$ cat src/rtl/rsa_stream_ctrl_if.sv
// Bus bundle between the stream controller and its environment: job control
// (start/busy/done), operand RAM read ports, west/north operand streams,
// result drain window and the result RAM write port.
interface rsa_stream_ctrl_if #(
  parameter int IN_LEN  = 8,
  parameter int OUT_LEN = 8,
  parameter int AW      = 4
);
  logic               start;
  logic               busy;
  logic               done;
  logic               a_rd_en;
  logic [AW-1:0]      a_rd_addr;
  logic [IN_LEN-1:0]  a_rd_data;
  logic               b_rd_en;
  logic [AW-1:0]      b_rd_addr;
  logic [IN_LEN-1:0]  b_rd_data;
  logic               Xin_val;
  logic [IN_LEN-1:0]  Xin_data;
  logic               Yin_val;
  logic [IN_LEN-1:0]  Yin_data;
  logic               out_val;
  logic [OUT_LEN-1:0] out_data;
  logic               c_wr_en;
  logic [AW-1:0]      c_wr_addr;
  logic [OUT_LEN-1:0] c_wr_data;

  // Controller side
  modport master (
    input  start, a_rd_data, b_rd_data, out_data,
    output busy, done,
    output a_rd_en, a_rd_addr, b_rd_en, b_rd_addr,
    output Xin_val, Xin_data, Yin_val, Yin_data,
    output out_val, c_wr_en, c_wr_addr, c_wr_data
  );

  // Environment side (sequencer, RAMs, array port)
  modport slave (
    output start, a_rd_data, b_rd_data, out_data,
    input  busy, done,
    input  a_rd_en, a_rd_addr, b_rd_en, b_rd_addr,
    input  Xin_val, Xin_data, Yin_val, Yin_data,
    input  out_val, c_wr_en, c_wr_addr, c_wr_data
  );
endinterface

$ cat src/rtl/rsa_stream_ctrl.sv
// rsa_stream_ctrl: job-level initiator for the systolic array port.
// Streams operand A (X*N) and B (N*Y) from 1-cycle-latency RAMs, waits
// COMP_LAT cycles, opens the out_val drain window and writes the results
// (captured one cycle late) into the result RAM.
// Optional feature macro: RSA_STREAM_PERF_EN adds the perf_cycles output.
module rsa_stream_ctrl #(
  parameter int X        = 3,
  parameter int N        = 4,
  parameter int Y        = 3,
  parameter int IN_LEN   = 8,
  parameter int OUT_LEN  = 8,
  parameter int AW       = 4,
  parameter int COMP_LAT = 8
) (
  input  logic              clk,
  input  logic              sys_rst_n,
  rsa_stream_ctrl_if.master bus
`ifdef RSA_STREAM_PERF_EN
  ,
  output logic [15:0]       perf_cycles
`endif
);

  localparam int XN        = X * N;
  localparam int NY        = N * Y;
  localparam int XY        = X * Y;
  // LOAD lasts one cycle past the longer window so its last word is presented
  localparam int LOAD_TERM = (XN > NY) ? XN : NY;
  localparam int XW        = $clog2(XN + 1);
  localparam int YW        = $clog2(NY + 1);
  localparam int LW        = $clog2(LOAD_TERM + 1);
  localparam int DW        = $clog2(XY + 1);
  localparam int WW        = (COMP_LAT > 1) ? $clog2(COMP_LAT) : 1;

  localparam logic [XW-1:0] X_LAST    = XW'(XN - 1);
  localparam logic [YW-1:0] Y_LAST    = YW'(NY - 1);
  localparam logic [LW-1:0] LOAD_LAST = LW'(LOAD_TERM);
  localparam logic [DW-1:0] DRAIN_LAST = DW'(XY);
  localparam logic [WW-1:0] WAIT_LAST = WW'((COMP_LAT > 0) ? COMP_LAT - 1 : 0);

  typedef enum logic [2:0] {
    S_IDLE  = 3'd0,
    S_LOAD  = 3'd1,
    S_WAIT  = 3'd2,
    S_DRAIN = 3'd3,
    S_DONE  = 3'd4
  } state_t;

  state_t        r_state;
  state_t        w_state_next;
  logic          w_accept;
  logic          w_out_val;

  logic          r_xin_val;
  logic          r_yin_val;
  logic          r_xin_dv;
  logic          r_yin_dv;
  logic [XW-1:0] r_x_cnt;
  logic [YW-1:0] r_y_cnt;
  logic [LW-1:0] r_load_cnt;
  logic [WW-1:0] r_wait_cnt;
  logic [DW-1:0] r_drain_cnt;
  logic          r_c_wr_en;
  logic [AW-1:0] r_c_wr_addr;

  assign w_accept  = (r_state == S_IDLE) && bus.start;
  assign w_out_val = (r_state == S_DRAIN) && (r_drain_cnt != DRAIN_LAST);

  // State register
  always_ff @(posedge clk or negedge sys_rst_n) begin
    if (!sys_rst_n) r_state <= S_IDLE;
    else            r_state <= w_state_next;
  end

  // Next-state logic; start is only looked at in IDLE so re-pulses are dropped
  always_comb begin
    w_state_next = r_state;
    case (r_state)
      S_IDLE:  if (bus.start) w_state_next = S_LOAD;
      S_LOAD:  if (r_load_cnt == LOAD_LAST)
                 w_state_next = (COMP_LAT == 0) ? S_DRAIN : S_WAIT;
      S_WAIT:  if (r_wait_cnt == WAIT_LAST) w_state_next = S_DRAIN;
      S_DRAIN: if (r_drain_cnt == DRAIN_LAST) w_state_next = S_DONE;
      S_DONE:  w_state_next = S_IDLE;
      default: w_state_next = S_IDLE;
    endcase
  end

  // Stream windows, phase counters and the one-cycle-late capture pipeline
  always_ff @(posedge clk or negedge sys_rst_n) begin
    if (!sys_rst_n) begin
      r_xin_val   <= 1'b0;
      r_yin_val   <= 1'b0;
      r_xin_dv    <= 1'b0;
      r_yin_dv    <= 1'b0;
      r_x_cnt     <= '0;
      r_y_cnt     <= '0;
      r_load_cnt  <= '0;
      r_wait_cnt  <= '0;
      r_drain_cnt <= '0;
      r_c_wr_en   <= 1'b0;
      r_c_wr_addr <= '0;
    end else begin
      // RAM data lags the read strobe by one cycle
      r_xin_dv    <= r_xin_val;
      r_yin_dv    <= r_yin_val;
      r_c_wr_en   <= w_out_val;
      r_c_wr_addr <= w_out_val ? AW'(r_drain_cnt) : '0;

      if (w_accept) begin
        r_xin_val   <= 1'b1;
        r_yin_val   <= 1'b1;
        r_x_cnt     <= '0;
        r_y_cnt     <= '0;
        r_load_cnt  <= '0;
        r_wait_cnt  <= '0;
        r_drain_cnt <= '0;
      end else begin
        // Each window closes on its own terminal count
        if (r_xin_val) begin
          if (r_x_cnt == X_LAST) r_xin_val <= 1'b0;
          else                   r_x_cnt   <= r_x_cnt + 1'b1;
        end
        if (r_yin_val) begin
          if (r_y_cnt == Y_LAST) r_yin_val <= 1'b0;
          else                   r_y_cnt   <= r_y_cnt + 1'b1;
        end
        if (r_state == S_LOAD)
          r_load_cnt <= (r_load_cnt == LOAD_LAST) ? '0 : r_load_cnt + 1'b1;
        if (r_state == S_WAIT)
          r_wait_cnt <= (r_wait_cnt == WAIT_LAST) ? '0 : r_wait_cnt + 1'b1;
        if (r_state == S_DRAIN)
          r_drain_cnt <= (r_drain_cnt == DRAIN_LAST) ? '0 : r_drain_cnt + 1'b1;
      end
    end
  end

  // Outputs: addresses and data are forced to zero outside their windows
  assign bus.busy      = (r_state != S_IDLE);
  assign bus.done      = (r_state == S_DONE);
  assign bus.a_rd_en   = r_xin_val;
  assign bus.a_rd_addr = r_xin_val ? AW'(r_x_cnt) : '0;
  assign bus.b_rd_en   = r_yin_val;
  assign bus.b_rd_addr = r_yin_val ? AW'(r_y_cnt) : '0;
  assign bus.Xin_val   = r_xin_val;
  assign bus.Xin_data  = r_xin_dv ? bus.a_rd_data : {IN_LEN{1'b0}};
  assign bus.Yin_val   = r_yin_val;
  assign bus.Yin_data  = r_yin_dv ? bus.b_rd_data : {IN_LEN{1'b0}};
  assign bus.out_val   = w_out_val;
  assign bus.c_wr_en   = r_c_wr_en;
  assign bus.c_wr_addr = r_c_wr_addr;
  assign bus.c_wr_data = r_c_wr_en ? bus.out_data : {OUT_LEN{1'b0}};

`ifdef RSA_STREAM_PERF_EN
  logic [15:0] r_perf;

  // Busy-cycle counter: shows busy cycles elapsed including the current one,
  // so the DONE cycle already presents the final job length, held until next accept
  always_ff @(posedge clk or negedge sys_rst_n) begin
    if (!sys_rst_n)
      r_perf <= 16'd0;
    else if (w_accept)
      r_perf <= 16'd1;
    else if ((r_state != S_IDLE) && (r_state != S_DONE) && (r_perf != 16'hFFFF))
      r_perf <= r_perf + 16'd1;
  end

  assign perf_cycles = r_perf;
`endif

endmodule

$ cat src/flat_wrapper.sv
// flat-port wrapper written by rule: the top's interface ports become plain ports
module rsa_stream_ctrl_flat 
#(
  parameter int X        = 3,
  parameter int N        = 4,
  parameter int Y        = 3,
  parameter int IN_LEN   = 8,
  parameter int OUT_LEN  = 8,
  parameter int AW       = 4,
  parameter int COMP_LAT = 8
)
  (clk, sys_rst_n, bus_start, bus_a_rd_data, bus_b_rd_data, bus_out_data, bus_busy, bus_done, bus_a_rd_en, bus_a_rd_addr, bus_b_rd_en, bus_b_rd_addr, bus_Xin_val, bus_Xin_data, bus_Yin_val, bus_Yin_data, bus_out_val, bus_c_wr_en, bus_c_wr_addr, bus_c_wr_data);
  rsa_stream_ctrl_if #(.IN_LEN(IN_LEN), .OUT_LEN(OUT_LEN), .AW(AW)) bus_i ();
  input  logic clk;
  input  logic sys_rst_n;
  input wire logic [$bits(bus_i.start)-1:0] bus_start;
  input wire logic [$bits(bus_i.a_rd_data)-1:0] bus_a_rd_data;
  input wire logic [$bits(bus_i.b_rd_data)-1:0] bus_b_rd_data;
  input wire logic [$bits(bus_i.out_data)-1:0] bus_out_data;
  output wire logic [$bits(bus_i.busy)-1:0] bus_busy;
  output wire logic [$bits(bus_i.done)-1:0] bus_done;
  output wire logic [$bits(bus_i.a_rd_en)-1:0] bus_a_rd_en;
  output wire logic [$bits(bus_i.a_rd_addr)-1:0] bus_a_rd_addr;
  output wire logic [$bits(bus_i.b_rd_en)-1:0] bus_b_rd_en;
  output wire logic [$bits(bus_i.b_rd_addr)-1:0] bus_b_rd_addr;
  output wire logic [$bits(bus_i.Xin_val)-1:0] bus_Xin_val;
  output wire logic [$bits(bus_i.Xin_data)-1:0] bus_Xin_data;
  output wire logic [$bits(bus_i.Yin_val)-1:0] bus_Yin_val;
  output wire logic [$bits(bus_i.Yin_data)-1:0] bus_Yin_data;
  output wire logic [$bits(bus_i.out_val)-1:0] bus_out_val;
  output wire logic [$bits(bus_i.c_wr_en)-1:0] bus_c_wr_en;
  output wire logic [$bits(bus_i.c_wr_addr)-1:0] bus_c_wr_addr;
  output wire logic [$bits(bus_i.c_wr_data)-1:0] bus_c_wr_data;
  assign bus_i.start = bus_start;
  assign bus_i.a_rd_data = bus_a_rd_data;
  assign bus_i.b_rd_data = bus_b_rd_data;
  assign bus_i.out_data = bus_out_data;
  assign bus_busy = bus_i.busy;
  assign bus_done = bus_i.done;
  assign bus_a_rd_en = bus_i.a_rd_en;
  assign bus_a_rd_addr = bus_i.a_rd_addr;
  assign bus_b_rd_en = bus_i.b_rd_en;
  assign bus_b_rd_addr = bus_i.b_rd_addr;
  assign bus_Xin_val = bus_i.Xin_val;
  assign bus_Xin_data = bus_i.Xin_data;
  assign bus_Yin_val = bus_i.Yin_val;
  assign bus_Yin_data = bus_i.Yin_data;
  assign bus_out_val = bus_i.out_val;
  assign bus_c_wr_en = bus_i.c_wr_en;
  assign bus_c_wr_addr = bus_i.c_wr_addr;
  assign bus_c_wr_data = bus_i.c_wr_data;
  rsa_stream_ctrl #(.X(X), .N(N), .Y(Y), .IN_LEN(IN_LEN), .OUT_LEN(OUT_LEN), .AW(AW), .COMP_LAT(COMP_LAT)) u_core (.clk(clk), .sys_rst_n(sys_rst_n), .bus(bus_i));
endmodule
$ cat config.mk
export PLATFORM = sky130hd
export DESIGN_NAME = rsa_stream_ctrl_flat
export DESIGN_NICKNAME = d
export VERILOG_FILES = /design/src/rtl/rsa_stream_ctrl_if.sv /design/src/rtl/rsa_stream_ctrl.sv /design/src/flat_wrapper.sv
export SDC_FILE = /design/constraint.sdc
export NUM_CORES = 1
export LEC_CHECK = 0
export CELL_PAD_IN_SITES_DETAIL_PLACEMENT = 1
export CELL_PAD_IN_SITES_GLOBAL_PLACEMENT = 1
export CORE_MARGIN = 5
export CORE_UTILIZATION = 31
export CTS_CLUSTER_SIZE = 12
export DETAILED_ROUTE_END_ITERATION = 10
export GPL_TIMING_DRIVEN = 0
export PLACE_DENSITY = 0.9
export RECOVER_POWER = 100
export SLEW_MARGIN = 20
export SYNTH_ARGS = -nofsm -noshare
export SYNTH_HDL_FRONTEND = slang
export SYNTH_SLANG_ARGS = --single-unit
$ cat constraint.sdc
create_clock -name clk -period 1.7 [get_ports clk]
set_input_delay 0.255 -clock clk [delete_from_list [all_inputs] [get_ports clk]]
set_output_delay 0.255 -clock clk [all_outputs]
set_load 0.05 [all_outputs]
## Word level (Yosys, flattened, before mapping)

Cells that the tools add are included.

- Add/sub/neg operators: 5
- Equal/unequal tests: 16
- Muxes and demuxes: 32
- Reduce and logical (&&, ||, !) cells: 12

Operators with widths:

| operator | number |
|---|---|
| 2-to-1 mux 4 bit | 15 |
| 2-to-1 mux 8 bit | 3 |
| 2-to-1 mux 3 bit | 7 |
| adder 4 x 1 -> 4 bit, second input constant | 4 |
| == test 4 bit, second input constant | 4 |
| one-hot mux 3 bit (4 select lines) | 1 |
| nonzero test 2 bit | 5 |
| != test 2 x 1 -> 1 bit, second input constant | 4 |
| == test 3 x 2 -> 1 bit, second input constant | 2 |
| == test 3 bit, second input constant | 2 |
| 2-to-1 mux 1 bit | 6 |
| != test 2 bit, second input constant | 2 |
| != test 4 bit, second input constant | 1 |
| AND reduction 2 bit | 2 |
| AND reduction 4 bit | 1 |
| adder 3 x 1 -> 3 bit, second input constant | 1 |
| == test 3 x 1 -> 1 bit, second input constant | 1 |
| zero test 3 bit | 1 |
| nonzero test 3 bit | 1 |
| logical AND 1 bit | 2 |

- Register bits after elaboration: 31
- Input bits: 27
- Output and inout bits: 44
- Logic and storage cells: 77

## Depth between registers and ports, before layout

- Depth after elaboration: 4
- Depth in mapped cells: 6
- Gate-level depth less buffers: 6

## Worst setup path before layout

No wires, ideal clock.

- Path type: flip-flop to output port
- From: reg u_core.r_state[1]
- To: out bus_done
- Data arrival time: 1.650 ns
- Required time: 1.445 ns
- Path slack: -0.205 ns
- Cell stages (with the launch flop): 3
- Path buffers: 1
- Cell sequence: dfrtp_1 > buf_6 > nor3b_1

- Longest elaborated chain between the ends: 1

Ends and longest elaborated chain:

| item | line | RTL |
|---|---|---|
| start, declared | rsa_stream_ctrl.sv:49 | `state_t r_state;` |
| start signal, assigned | rsa_stream_ctrl.sv:72 | `else r_state <= w_state_next;` |
| == test 3 bit | rsa_stream_ctrl.sv:140 | `assign bus.done = (r_state == S_DONE);` |
| end, declared | flat_wrapper.sv:21 | `output wire logic [$bits(bus_i.done)-1:0] bus_done;` |

Every way passes these cells.

## Worst setup path after layout

- From: reg u_core.r_state[2]
- To: out bus_out_val

- Longest elaborated chain between the ends: 2

Ends and longest elaborated chain:

| item | line | RTL |
|---|---|---|
| == test 3 x 2 -> 1 bit | rsa_stream_ctrl.sv:67 | `assign w_out_val = (r_state == S_DRAIN) && (r_drain_cnt != DRAIN_LAST);` |
| logical AND 1 bit | rsa_stream_ctrl.sv:67 |  |
| end, declared | flat_wrapper.sv:30 | `output wire logic [$bits(bus_i.out_val)-1:0] bus_out_val;` |

Every way passes these cells.

==> run metrics <==
Clk Latency, worst-skew pair=280 ps; Top delay family on crit path=buffers and inverters; crit path buf inv count=4; layout cell share with drive strength beyond 1=0.171; crit path kind=reg -> out; Critical Path Sink Type=output port; Slew HR=0.482; fin area=2490 um2; Post-synth EDFFs=0; Yosys warning count=0; Unique masters post-synth=35; Min Hold Slack=45.2 ps; Clk pin slew, worst setup/hold paths=60 ps; failing checks=negative setup slack; Final TNS setup=-20.0 ps; Post-Place Cells=314; hold crit path type=in -> async; clock skew=3.94 ps; core area=5200 um2; Finished Layout Cells=321; Worst Tran Pin Value=777 ps; Leakage=1.21 nW; # IOs=71; multi-input logic area=836 um2; synthesized area=1690 um2; Post-Place Setup Slack=-464 ps; Peak VDD IR=0.662 mV; Syn Area/Cell=9.72 um2; final slew viol count=0; TritonCTS buffer count=5; Synth Register Bits=31; NumNets Final=287; first-pass GRT wire length=7860 um; min Tclk post-route=1720 ps; number of global-route vias before repair=1546; Top FF cell, synth=dfrtp_1; H-tree Lvls=2; Critical R2R Capture=u_core.r_x_cnt[3]$_DFFE_PN0P_; gpl congestion=0.837; die area=7030 um2; hold_buf cts=0; Sequential Area=776 um2; Post-DP Area=2480 um2; initial DRC count=50; final hold violations=0; Pre-antenna DRT Iters=4; r2r startpoint=u_core.r_state[2]$_DFFE_PN0P_; Max-Cap Viols=0; total global-route track usage=0.138; RSZ-0062 raised after global routing=true; initial core utilization=0.325; status=complete, but fails checks; Post-Syn Instances=174; Post-Route WL=4810 um; die height=83.9 um; grt ovf=0; slowest CP cell=dfrtp_1; die width=83.9 um; Worst path max stage delay=370 ps; setup slack, reg-to-reg=120 ps; Row Count=26; drt wl/cell=15.0 um; DR vias/cell=4.79; fillcell total=621; crit-path cells=buf_6 -> and3b_1 -> buf_6 -> nand2_4 -> inv_4 -> buf_8; Synthesized Nets=209; Clock Path Buffers=2; HPWL after DPL=3680 um; endpoints failing setup=1; final setup margin=-20.0 ps; routed via count=1536; Layout area overhead=47.0%; clock root cell=clkbuf_8; largest net degree at the start of global routing=32; period utilisation layout=1.01; Critical Path Fanout Max=10; Power Density=1840 nW/um2; crit-path most repeated cell=buf_6; initial antenna violation count=0; port bufs=70; sequential cell area fraction in the yosys report=0.459; CTS sink cnt=31; path depth of the worst reg2reg path=4; n_diodes=0; Critical Path Stages=6; CTS tree=yes; Residual DRC=0; critical path launch point type=register; worst path required time=1440 ps; Async S/R FF share, synth=1.00; FMAX=0.581 GHz; Antenna Nets Post-Route=0; CP arrival=1460 ps
## how the worst max path moves through the flow
| stage | slack (ps) | to | from |
|---|---|---|---|
| 3_3_place_gp | -450 | bus_out_val | u_core.r_state[2]$_DFFE_PN0P_ |
| 4_1_cts | -140 | bus_out_val | u_core.r_drain_cnt[0]$_DFFE_PN0P_ |
| 5_1_grt | -110 | bus_out_val | u_core.r_state[2]$_DFFE_PN0P_ |
| 3_5_place_dp | -460 | bus_out_val | u_core.r_state[0]$_DFFE_PN0P_ |
| 6_report | -20 | bus_out_val | u_core.r_state[2]$_DFFE_PN0P_ |
| 2_1_floorplan | 90 | bus_a_rd_addr[0] | u_core.bus.Xin_val$_DFF_PN0_ |
## placed cells by master, fill, tap and decap left out, drive strengths merged, types with 9 or more instances in the layout
| cell type | synthesis | layout |
|---|---|---|
| nand2 | 10 | 10 |
| and2 | 34 | 34 |
| buf | 7 | 18 |
| a21oi | 9 | 9 |
| nor2 | 12 | 12 |
| clkdlybuf4s50 | 0 | 26 |
| clkbuf | 2 | 19 |
| clkdlybuf4s15 | 0 | 12 |
| dfrtp | 31 | 31 |
## cell families (layout without fill, tap and decap cells)
family                   after synthesis  after routing  share of synthesized area
AND/OR/NAND/NOR                       84             84                      0.294
flip-flops                            31             31                      0.459
AO/OA/AOI/OAI                         26             26                     0.0902
buffers and inverters                 17             94                     0.0533
adder cells (fa/ha/maj)                8              8                     0.0592
XOR/XNOR                               4              4                     0.0207
multiplexers                           4              4                     0.0237
## worst reg2reg max path: stages, from the launching register on
cell     delay [ps]
dfrtp_1         370
buf_6           140
nor4b_2         540
buf_2           340
nor2_1           80
## synthesized netlist by cell type (3+ instances only)
master	instances	area share
ha_1	8	0.059
nor2_1	12	0.027
mux2i_1	4	0.024
inv_1	7	0.016
and2_1	34	0.13
nand2_1	9	0.020
or3_1	4	0.015
nand3_1	7	0.021
and3b_1	3	0.016
dfrtp_1	31	0.46
o21ai_0	7	0.021
buf_2	3	0.0089
a21oi_1	9	0.027
nand3b_1	4	0.018
o22ai_1	3	0.011
## report_power, final
group	internal [W]	switching [W]
logic	0.000935	0.00185
clock network	0.000272	0.000250
registers	0.00102	0.000266
## cell type report
class | instances | area share
clock buffers | 6 | 0.0292
well taps | 70 | 0.0352
repair buffers | 71 | 0.246
flip-flops and latches | 31 | 0.312
multi-input cells | 126 | 0.336
plain buffers | 9 | 0.0287
inverters | 8 | 0.0131
## what timing repair did
item,4_1_cts,5_1_grt
endpoints found under the setup margin,40,30
setup buffers,0,1
pin swaps,0,1
gates resized for setup,78,49
## stage by stage
step	total power, W	util
6_report	0.00459	0.478
5_1_grt	0.00490	0.478
3_3_place_gp	0.00416	0.477
3_5_place_dp	0.00427	0.476
4_1_cts	0.00464	0.482
2_1_floorplan	0.00330	-
## routing by layer
| metal | GRT usage | vias up | share of wire |
|---|---|---|---|
| li1 | - | 737 | - |
| met1 | 0.179 | 731 | 0.48 |
| met2 | 0.228 | 65 | 0.46 |
| met3 | 0.0405 | 3 | 0.052 |
| met4 | 0.0307 | 0 | 0.0056 |
| met5 | 0 | - | 0 |
## registers in the layout, summed over array words and instances (netlist names)
signal	flops
u_core.r_xin_dv	1
u_core.r_yin_dv	1
u_core.r_state	3
u_core.bus.Xin_val	1
u_core.r_drain_cnt	4
u_core.r_y_cnt	4
u_core.bus.c_wr_en	1
u_core.bus.Yin_val	1
u_core.bus.c_wr_addr	4
u_core.r_wait_cnt	3
u_core.r_load_cnt	4
u_core.r_x_cnt	4
Power figures use the tool's default switching activity.
==> RTL change 1: new RTL, config.mk and constraints unchanged <==
`X` is set to 3 in 2 places; all go to 5.
--- a/src/rtl/rsa_stream_ctrl.sv
+++ b/src/rtl/rsa_stream_ctrl.sv
@@ -6,3 +6,3 @@
 module rsa_stream_ctrl #(
-  parameter int X        = 3,
+  parameter int X        = 5,
   parameter int N        = 4,
--- a/src/flat_wrapper.sv
+++ b/src/flat_wrapper.sv
@@ -3,3 +3,3 @@
 #(
-  parameter int X        = 3,
+  parameter int X        = 5,
   parameter int N        = 4,
Check against the original RTL: same outputs for any inputs over 10 cycles, from zero or initial values and one cycle with sys_rst_n low; that may be too few to reach the edited logic, so the function may still have changed.
==> RTL change 1 against the original RTL <==
  * Critical path depth decreased by 1
  * First-iteration DRC count is the same
  * Sequential cell count rose by 2
  * Setup slack improved by 71 ps
  * Clock skew rose by 4.6 ps
  * Final area is 12% higher
  * Count of clock-buffer cells in the layout decreased by 1
  * Core utilization decreased by 0.069 points
  * Area after synthesis grew 7.9%
  * Global-route usage is 0.068 points higher
  * Highest routed layer unchanged
  * Power grew 2.6%
  * Routed wire length up 12%
  * Non-clock buffer count increased by 11
==> RTL change 1: results (changes against the original RTL) <==
qor: critical_path.cpPeakStageDelay 410 ps [was 370 ps]
qor: synthesis.synth-seq-area-share 45.24% [was 45.86%]
qor: global_route.grtUsageTotal 13.89% [was 13.82%]
qor: layout.multiInputGateArea 940.9 sq um [was 835.8 sq um]
qor: global_route.pin_count_of_the_biggest_net_entering_global_routing 28 [was 32]
qor: layout.design.final.nets 302 [was 287]
qor: status.status finished, final reports clean [was finished with violations]
qor: critical_path.cp_slowest_cell sky130_fd_sc_hd__dfrtp_2 [was sky130_fd_sc_hd__dfrtp_1]
qor: synthesis.netlist-cell-type-count 41 [was 35]
qor: global_route.global_route.usage.met2 25.52% [was 22.78%]
qor: routing.drt-total-wl 5394 microns [was 4808 microns]
qor: global_route.use_met1 14.82% [was 17.91%]
qor: global_route.use_met3 4.658% [was 4.047%]
qor: synthesis.netlist_top_cells_area sky130_fd_sc_hd__dfrtp_1 45%, sky130_fd_sc_hd__and2_1 12%, sky130_fd_sc_hd__ha_1 4.8%, sky130_fd_sc_hd__o21ai_0 2.5%, sky130_fd_sc_hd__xor2_1 2.4% [was sky130_fd_sc_hd__dfrtp_1 46%, sky130_fd_sc_hd__and2_1 13%, sky130_fd_sc_hd__ha_1 5.9%, sky130_fd_sc_hd__a21oi_1 2.7%, sky130_fd_sc_hd__nor2_1 2.7%]
qor: placement.detailed_place_hpwl 3941 microns [was 3680 microns]
qor: min_path.worstHoldPathType reg2reg [was in2async]
qor: synthesis.synth_mux_area_share 2.193% [was 2.367%]
qor: timing.worst_pin_slew 614.9 ps [was 777.2 ps]
qor: routing.via_per_inst 4.922 [was 4.785]
qor: synthesis.synth-compound-area-share 12.95% [was 9.024%]
qor: placement.gp_congestion 0.7513 [was 0.8369]
qor: synthesis.syn-num-nets 212 [was 209]
qor: routing.wl_met1 2147 microns [was 2330 microns]
qor: timing.worst_hold_slack_after_final_layout 417.8 ps [was 45.19 ps]
qor: placement.dpl.cell_count 324 [was 314]
qor: layout.final.fill_count 662 [was 621]
qor: critical_path.timing.critical_path.from u_core.r_drain_cnt[1]$_DFFE_PN0P_ [was u_core.r_state[2]$_DFFE_PN0P_]
qor: timing.fin_crit_sh 97.01% [was 101.2%]
qor: pwr.static_power_due_to_leakage 1.271 nW [was 1.214 nW]
qor: pwr.netSwitchingFraction 49.96% [was 51.57%]
qor: pwr.power.combinational.fraction 59.2% [was 60.7%]
qor: critical_path.timing.critical_path.fanout_max 4 [was 10]
qor: synthesis.synth_area_per_cell 10.26 sq um [was 9.722 sq um]
qor: clocking.postCtsHoldBufs 1 [was 0]
qor: synthesis.synthTopCellsByCount 35 x sky130_fd_sc_hd__and2_1, 33 x sky130_fd_sc_hd__dfrtp_1, 11 x sky130_fd_sc_hd__nor2_1, 9 x sky130_fd_sc_hd__o21ai_0, 8 x sky130_fd_sc_hd__a21oi_1 [was 34 x sky130_fd_sc_hd__and2_1, 31 x sky130_fd_sc_hd__dfrtp_1, 12 x sky130_fd_sc_hd__nor2_1, 9 x sky130_fd_sc_hd__a21oi_1, 9 x sky130_fd_sc_hd__nand2_1]
[RTL change 1: cell types whose count changed in the layout (fill, tap and decap cells not counted), sizes merged, moves of 3 or more]
cell and change:
a22o +3, buf +5, clkbuf +4, clkdlybuf4s15 +6
dlymetal6s2s -3, nand2 -6, o21ai +3, xor2 +3
[RTL change 1: cell type report]
| type | instances | area share, % |
|---|---|---|
| Buffer | 8 | 2.344 |
| Clock buffer | 5 | 2.480 |
| Clock inverter | 3 | 0.6312 |
| Inverter | 8 | 1.307 |
| Multi-Input combinational cell | 129 | 33.90 |
| Sequential cell | 33 | 29.94 |
| Tap cell | 75 | 3.381 |
| Timing Repair Buffer | 83 | 26.01 |
[RTL change 1: worst max-delay path, delay by kind of cell (launching register included)]
kind / cells / cell delay (ps)
flops: 1 / 410
compound gates: 1 / 250
buf+inv: 2 / 210
fa+ha+maj: 1 / 160
simple gates: 1 / 60
==> RTL change 2: new RTL, config.mk and constraints unchanged <==
Without the edit above. Compare `r_drain_cnt` against `DRAIN_LAST` with >= in place of ==.
--- a/src/rtl/rsa_stream_ctrl.sv
+++ b/src/rtl/rsa_stream_ctrl.sv
@@ -82,3 +82,3 @@
       S_WAIT:  if (r_wait_cnt == WAIT_LAST) w_state_next = S_DRAIN;
-      S_DRAIN: if (r_drain_cnt == DRAIN_LAST) w_state_next = S_DONE;
+      S_DRAIN: if (r_drain_cnt >= DRAIN_LAST) w_state_next = S_DONE;
       S_DONE:  w_state_next = S_IDLE;
Check against the original RTL: same outputs for any inputs over 10 cycles, from zero or initial values and one cycle with sys_rst_n low; that may be too few to reach the edited logic, so the function may still have changed.
==> RTL change 2 against the original RTL <==
  * Routed wire length increased by 6.8%
  * Area after synthesis increased by 1.8%
  * Sequential cell count did not move
  * Largest cell class unchanged
  * Final area rose by 3.5%
  * Sequential share of layout area is 1.1 points lower
  * Clock power up 25%
  * Power grew 11%
  * Setup slack improved by 48 ps
==> RTL change 2: results (changes against the original RTL) <==
qor: critical_path.rr_worst_depth 6 [was 4]
qor: pwr.static_power_due_to_leakage 1.152 nW [was 1.214 nW]
qor: routing.met2WireLength 2674 microns [was 2198 microns]
qor: layout.layout-drive-gt1-share 18.53% [was 17.13%]
qor: layout.post_layout_nonfiller_instances 331 [was 321]
qor: synthesis.synth-compound-area-share 14.10% [was 9.024%]
qor: placement.dpl.cell_count 320 [was 314]
qor: placement.detailed_place_hpwl 3889 microns [was 3680 microns]
qor: critical_path.cpPeakStageDelay 580 ps [was 370 ps]
qor: routing.wl_met1 2007 microns [was 2330 microns]
qor: timing.finalClockSkew 3.029 ps [was 3.937 ps]
qor: critical_path.r2r_start u_core.r_state[1]$_DFFE_PN0P_ [was u_core.r_state[2]$_DFFE_PN0P_]
qor: pwr.finalPower 0.005097 W [was 0.004588 W]
qor: global_route.use_met3 4.809% [was 4.047%]
qor: routing.drtIter0Drc 30 [was 50]
qor: placement.placed_area 0.002519 sq mm [was 0.002480 sq mm]
qor: synthesis.netlist-cell-type-count 37 [was 35]
qor: pwr.seqPwrFrac 26.6% [was 27.9%]
qor: synthesis.netlist_top_cells_area sky130_fd_sc_hd__dfrtp_1 45%, sky130_fd_sc_hd__and2_1 12%, sky130_fd_sc_hd__ha_1 4.4%, sky130_fd_sc_hd__nor2_1 3.1%, sky130_fd_sc_hd__mux2i_1 2.9% [was sky130_fd_sc_hd__dfrtp_1 46%, sky130_fd_sc_hd__and2_1 13%, sky130_fd_sc_hd__ha_1 5.9%, sky130_fd_sc_hd__a21oi_1 2.7%, sky130_fd_sc_hd__nor2_1 2.7%]
qor: layout.final.fill_count 616 [was 621]
qor: pwr.power_internal 0.002429 W [was 0.002222 W]
qor: pwr.power.ir.vdd_worst 0.7332 mV [was 0.6616 mV]
qor: global_route.grt_pass1_wl 8521 microns [was 7859 microns]
qor: global_route.use_met1 15.87% [was 17.91%]
qor: synthesis.syn-num-nets 211 [was 209]
qor: status.status finished, final reports clean [was finished with violations]
RTL change 2: changes by cell type after synthesis, moves of 3 or more:
cell / unedited run / this run
sky130_fd_sc_hd__nor2b_1: 0 / 3
sky130_fd_sc_hd__o22ai_1: 3 / 0
sky130_fd_sc_hd__a22o_1: 0 / 3
sky130_fd_sc_hd__o31ai_1: 0 / 4
sky130_fd_sc_hd__nand3_1: 7 / 4
RTL change 2: worst max-delay path by stage:
stage / startpoint / to / slack (ps) / cells after the start
final: u_core.bus.Yin_val$_DFF_PN0_ / bus_Yin_val / 30 / 1
after floorplan: u_core.r_state[2]$_DFFE_PN0P_ / bus_out_val / 30 / 3
after global placement: u_core.r_state[2]$_DFFE_PN0P_ / bus_out_val / -540 / 4
after detailed placement: u_core.r_state[2]$_DFFE_PN0P_ / bus_out_val / -580 / 4
after global routing: u_core.r_state[2]$_DFFE_PN0P_ / bus_out_val / -50 / 4
after CTS: u_core.r_state[2]$_DFFE_PN0P_ / bus_out_val / -8 / 4
RTL change 2: final cells by class:
class / instances / area (sq um) / share of cell area [%]
timing repair buffer: 74 / 653.1 / 25.36
tap: 72 / 90.09 / 3.499
sequential: 31 / 775.7 / 30.13
inverter: 9 / 33.78 / 1.312
buffer: 10 / 60.06 / 2.332
clock buffer: 8 / 100.1 / 3.887
multi-input combinational: 127 / 862.1 / 33.48
RTL change 2: timing repair:
| action | 4_1_cts | 5_1_grt |
|---|---|---|
| hold endpoints to repair | 0 | 0 |
| cloned | 0 | 0 |
| gates resized for setup | 84 | 35 |
| endpoints found under the setup margin | 40 | 33 |
| setup buffers | 3 | 1 |
